File: src/rtl/sr_pkg.sv
// sr_pkg: shared state encoding and width helpers for the smart-refresh tracker
package sr_pkg;
    typedef enum logic [1:0] {IDLE, SCAN, ISSUE, DONE} sr_state_t;
    function automatic int addr_width(input int rows);
        return rows > 2 ? $clog2(rows) : 1;
    endfunction
    function automatic int cnt_width(input int rows);
        return $clog2(rows + 1);
    endfunction
endpackage

File: src/rtl/sr_ret_timer.sv
// sr_ret_timer: free-running retention timer, expire marks the wrap cycle
module sr_ret_timer #(
    parameter int RET_CYCLES = 4096
) (
    input  logic clk,
    input  logic rst,
    input  logic en,
    output logic expire
);
    localparam int W = $clog2(RET_CYCLES);
    logic [W-1:0] cnt;
    assign expire = en && cnt == W'(RET_CYCLES - 1);
    always_ff @(posedge clk) begin
        if (!rst || !en) cnt <= '0;
        else cnt <= expire ? '0 : cnt + 1'b1;
    end
endmodule

File: src/rtl/sr_refresh_ctrl.sv
// sr_refresh_ctrl: per-row fresh bitmap with a skip-mode refresh sweep and valid/ready request port
module sr_refresh_ctrl
    import sr_pkg::*;
#(
    parameter int ROWS       = 128,
    parameter int ADDR_W     = addr_width(ROWS),
    parameter int CNT_W      = cnt_width(ROWS),
    parameter int RET_CYCLES = 4096
) (
    input  logic              clk,
    input  logic              rst,
    input  logic              start,
    input  logic              auto_en,
    input  logic              skip_en,
    input  logic [ADDR_W-1:0] addr_user,
    input  logic              user_write_enable,
    output logic              indicator_user,
    output logic              ref_valid,
    input  logic              ref_ready,
    output logic [ADDR_W-1:0] addr_ref,
    output logic              busy,
    output logic              done,
    output logic [CNT_W-1:0]  refreshed_cnt,
    output logic [CNT_W-1:0]  skipped_cnt,
    output logic              overrun
);
    // bitmap padded to the full address space so any addr_user indexes safely
    localparam int DEPTH = 1 << ADDR_W;
    sr_state_t state, state_nxt;
    logic [DEPTH-1:0] fresh, fresh_nxt;
    logic [ADDR_W-1:0] ptr;
    logic expire, trigger, last, skip, fire;
    sr_ret_timer #(.RET_CYCLES(RET_CYCLES)) u_timer (
        .clk    (clk),
        .rst    (rst),
        .en     (auto_en),
        .expire (expire)
    );
    assign trigger        = start || expire;
    assign last           = ptr == ADDR_W'(ROWS - 1);
    assign skip           = state == SCAN && skip_en && fresh[ptr];
    assign fire           = state == ISSUE && ref_ready;
    assign indicator_user = fresh[addr_user];
    assign addr_ref       = ptr;
    always_comb begin
        state_nxt = state == IDLE  ? (trigger ? SCAN : IDLE)
                  : state == SCAN  ? (skip ? (last ? DONE : SCAN) : ISSUE)
                  : state == ISSUE ? (fire ? (last ? DONE : SCAN) : ISSUE)
                  : IDLE;
    end
    // a user write landing on the row being cleared wins
    always_comb begin
        fresh_nxt = fresh;
        if (skip || fire) fresh_nxt[ptr] = 1'b0;
        if (user_write_enable) fresh_nxt[addr_user] = 1'b1;
    end
    always_ff @(posedge clk) begin
        if (!rst) begin
            state         <= IDLE;
            fresh         <= '0;
            ptr           <= '0;
            busy          <= 1'b0;
            done          <= 1'b0;
            ref_valid     <= 1'b0;
            refreshed_cnt <= '0;
            skipped_cnt   <= '0;
            overrun       <= 1'b0;
        end else begin
            state     <= state_nxt;
            fresh     <= fresh_nxt;
            busy      <= state_nxt == SCAN || state_nxt == ISSUE;
            done      <= state_nxt == DONE;
            ref_valid <= state_nxt == ISSUE;
            if (state == IDLE && trigger) begin
                ptr           <= '0;
                refreshed_cnt <= '0;
                skipped_cnt   <= '0;
                overrun       <= 1'b0;
            end else if ((skip || fire) && !last) begin
                ptr <= ptr + 1'b1;
            end else if (state == DONE) begin
                ptr <= '0;
            end
            if (skip) skipped_cnt <= skipped_cnt + 1'b1;
            if (fire) refreshed_cnt <= refreshed_cnt + 1'b1;
            if (expire && busy) overrun <= 1'b1;
        end
    end
endmodule

File: config.mk
export PLATFORM = sky130hd
export DESIGN_NAME = sr_refresh_ctrl
export DESIGN_NICKNAME = d
export VERILOG_FILES = /design/src/rtl/sr_pkg.sv /design/src/rtl/sr_ret_timer.sv /design/src/rtl/sr_refresh_ctrl.sv
export SDC_FILE = /design/constraint.sdc
export NUM_CORES = 1
export LEC_CHECK = 0
export ABC_AREA = 1
export CORE_MARGIN = 2
export CORE_UTILIZATION = 58
export DETAILED_ROUTE_END_ITERATION = 8
export PLACE_DENSITY_LB_ADDON = 0.15
export SLEW_MARGIN = 10
export SYNTH_ARGS = -nofsm -noshare
export SYNTH_HDL_FRONTEND = slang
export SYNTH_SLANG_ARGS = --single-unit
File: constraint.sdc
create_clock -name clk -period 3.2 [get_ports clk]
set_input_delay 0.32 -clock clk [delete_from_list [all_inputs] [get_ports clk]]
set_output_delay 0.32 -clock clk [all_outputs]
set_load 0.05 [all_outputs]
==> impl_metrics.env <==
export IMPL_status="finished, final reports clean"
export IMPL_ys_types=34
export IMPL_n_fill_cell=1843
export IMPL_drive_above_1_share_pct=6.04
export IMPL_grt_usage_pct=39.2
export IMPL_worstReg2RegEnd="fresh[119]$_SDFF_PN0_"
export IMPL_worstSkewPairLatency_ns=0.45
export IMPL_drtIter0Drc=2041
export IMPL_skew_ns=0.00985
export IMPL_seqPwrFrac_pct=45.2
export IMPL_ys_seq_elements=169
export IMPL_leakagePower_nw=6.52
export IMPL_arrival_ns=2.77
export IMPL_path_cells="clkdlybuf4s50_1 > inv_1 > nand3_1 > buf_4 > o22ai_1 > o41ai_1 > buf_4 > nand2_1 > nor2_1 > nor2_1 > nor2_1 > nand2_1 > buf_4"
export IMPL_fin_ws_ns=0.107
export IMPL_slew_headroom_pct=35.1
export IMPL_cts_sinks=169
export IMPL_io_pins=42
export IMPL_drcViolationCount=0
export IMPL_cp_start_kind="input port"
export IMPL_overflow=0
export IMPL_finalSetupViolCount=0
export IMPL_hold_class="input port to flop"
export IMPL_cts_buffer_depth=2
export IMPL_layout_min_cycle_time_ns=3.09
export IMPL_cts_htree_levels=4
export IMPL_ir_worst_vdd_mv=0.352
export IMPL_gp_congestion=1.02
export IMPL_dp_slack_ns=0.214
export IMPL_die_area_sq_um=20700
export IMPL_final_cells=2286
export IMPL_p_int_mw=3.36
export IMPL_cts_buffers=17
export IMPL_fin_crit_sh_pct=96.7
export IMPL_r2r_slack_ns=0.17
export IMPL_viasPerCell=5.90
export IMPL_die_x_microns=144
export IMPL_cts_hold_buffers_added=0
export IMPL_rows=51
export IMPL_diodes=0
export IMPL_grt_pass1_vias=11900
export IMPL_yosys_warnings=0
export IMPL_crit_fanout=5
export IMPL_grt_max_degree=120
export IMPL_grt_pass1_wl_mm=63.4
export IMPL_die_y_microns=144
export IMPL_finalSetupTns_ns=0
export IMPL_layout_common_cells="604 x nand2_1, 352 x nand3_1, 317 x inv_1"
export IMPL_cellPowerDensity_nw_per_um2=364
export IMPL_holdWs_ns=0.318
export IMPL_swShare_pct=28.7
export IMPL_antenna_found_initial=0
export IMPL_cts_tree="done"
export IMPL_crit_path_top_delay_cell="clkdlybuf4s50_1"
export IMPL_final_common_cell="nand2_1"
export IMPL_wire_per_inst_microns=17.8
export IMPL_max_freq_mhz=323
export IMPL_netlist_area_sq_um=11400
export IMPL_clkPwrFrac_pct=45.6
export IMPL_synth_nets=2006
export IMPL_max_stage_delay_ns=0.59
export IMPL_core_area_sq_um=19300
export IMPL_syn_inst=1986
export IMPL_crit_type="input port to output port"
export IMPL_hold_violations=0
export IMPL_endpoint="indicator_user"
export IMPL_antenna_left=0
export IMPL_avgSynthCellArea_sq_um=5.72
export IMPL_r2r_start="addr_ref[2]$_SDFFE_PP0P_"
export IMPL_ff2ff_path_depth=17
export IMPL_tightest_slew_ns=0.970
export IMPL_cap_violations=0
export IMPL_rsz0062_at_grt="no"
export IMPL_wirelength_mm=40.7
export IMPL_endpoint_kind="output port"
export IMPL_cp_data_required_time_ns=2.88
export IMPL_first_pass_iters=6
export IMPL_comb_power_share_pct=9.2
export IMPL_p_switching_mw=1.35
export IMPL_io_buffers=41
export IMPL_clk_pin_slew_ns=0.08
export IMPL_dp_cells=2254
export IMPL_clockRootBuffer="clkbuf_16"
export IMPL_maxSlewViolCount=0
export IMPL_area_growth_pct=13.7
export IMPL_ys_seq_area_share_pct=29.8
export IMPL_startpoint="addr_user[2]"
export IMPL_vias=13500
export IMPL_initial_core_util_pct=58.8
export IMPL_place_hpwl_mm=26.8
export IMPL_nNetsFinal=2028
cell usage after synthesis:
master,count,area share [%]
o21ai_2,1,0.077
a21o_1,1,0.066
clkinv_1,1,0.033
nand2_1,606,20
dfxtp_1,169,30
a22oi_1,2,0.13
o211ai_1,13,0.86
ha_1,6,0.66
nand2_2,1,0.055
buf_4,5,0.33
nand4_1,3,0.17
o21ai_0,21,0.92
a21oi_1,143,6.3
a221oi_1,2,0.15
nor3b_1,2,0.13
nand3b_1,1,0.066
o31ai_1,1,0.066
nor3_1,6,0.26
nand3_1,352,16
nor2_1,138,4.6
and3_1,2,0.11
a211oi_1,1,0.066
o41ai_1,14,1.1
nor4_1,1,0.055
xnor2_1,3,0.23
nor2_2,3,0.17
xor2_1,7,0.54
clkbuf_1,62,2.0
buf_2,39,1.7
inv_2,1,0.033
inv_1,317,10
buf_1,3,0.099
or2_2,7,0.39
o22ai_1,52,2.9
registers in the layout, indices dropped and copies added (netlist names), 2 cells and up:
signal / cells
fresh: 128
skipped_cnt: 8
addr_ref: 7
u_timer.cnt: 12
refreshed_cnt: 8
state: 2
how the worst min path moves through the flow:
| stage | startpoint | endpoint | slack [ns] | depth (start not counted) |
|---|---|---|---|---|
| 6_report | rst | skipped_cnt[0]$_SDFFE_PN0P_ | 0.32 | 3 |
| 5_1_grt | rst | fresh[33]$_SDFF_PN0_ | 0.34 | 3 |
| 4_1_cts | rst | skipped_cnt[0]$_SDFFE_PN0P_ | 0.32 | 3 |
| 3_5_place_dp | overrun$_SDFFE_PN0P_ | overrun$_SDFFE_PN0P_ | 0.45 | 2 |
| 3_3_place_gp | overrun$_SDFFE_PN0P_ | overrun$_SDFFE_PN0P_ | 0.44 | 2 |
| 2_1_floorplan | u_timer.cnt[0]$_SDFF_PP0_ | u_timer.cnt[0]$_SDFF_PP0_ | 0.43 | 1 |
critical path, delay by kind of cell:
kind | cells | cell delay (ns)
AOI/OAI and AO/OA | 2 | 0.48
buffers and inverters | 5 | 1.28
and+or+nand+nor | 6 | 0.70
per-stage QoR:
stage          util, %  area (sq um)  total power [mW]
2_1_floorplan        -         11400              2.43
3_3_place_gp      63.7         12300              2.59
3_5_place_dp      63.7         12300              2.59
4_1_cts           66.8         12900              4.71
5_1_grt           66.8         12900              4.83
6_report          66.8         12900              4.71
per-layer routing:
layer / GRT usage, % / share of wire (%) / routed length [microns] / up-vias
met3: 8.84 / 13 / 5400 / 192
met5: 0 / 0 / 0 / -
met2: 60.3 / 43 / 17500 / 938
li1: - / - / - / 6342
met4: 20.2 / 5.5 / 2250 / 0
met1: 51.6 / 38 / 15600 / 6016
power by group through the flow:
stage,clock (mW),sequential (mW),combinational (mW)
3_5_place_dp,0,2.18,0.416
4_1_cts,2.16,2.13,0.418
3_3_place_gp,0,2.18,0.414
5_1_grt,2.24,2.13,0.459
6_report,2.15,2.13,0.434
2_1_floorplan,0,2.19,0.241
kinds of logic after synthesis:
family | share of synthesized area (%)
adders and majority gates | 0.661
buffers and inverters | 14.7
AOI/OAI and AO/OA | 12.6
xor gates and xnor gates | 0.771
DFF | 29.8
and+or+nand+nor | 41.5
timing repair:
item,4_1_cts,5_1_grt
resized for setup,0,1
setup buffers,0,0
setup endpoints to repair,0,1
final cells by class:
cell class                      count  area [sq um]  area share, %
Sequential cell                   169          3380           26.2
Timing Repair Buffer              112          1080           8.33
Clock inverter                     15           174           1.35
Tap cell                          265           332           2.57
Multi-Input combinational cell   1389          6340           49.0
Clock buffer                       17           425           3.29
Inverter                          319          1200           9.26
Power figures use the tool's default switching activity.
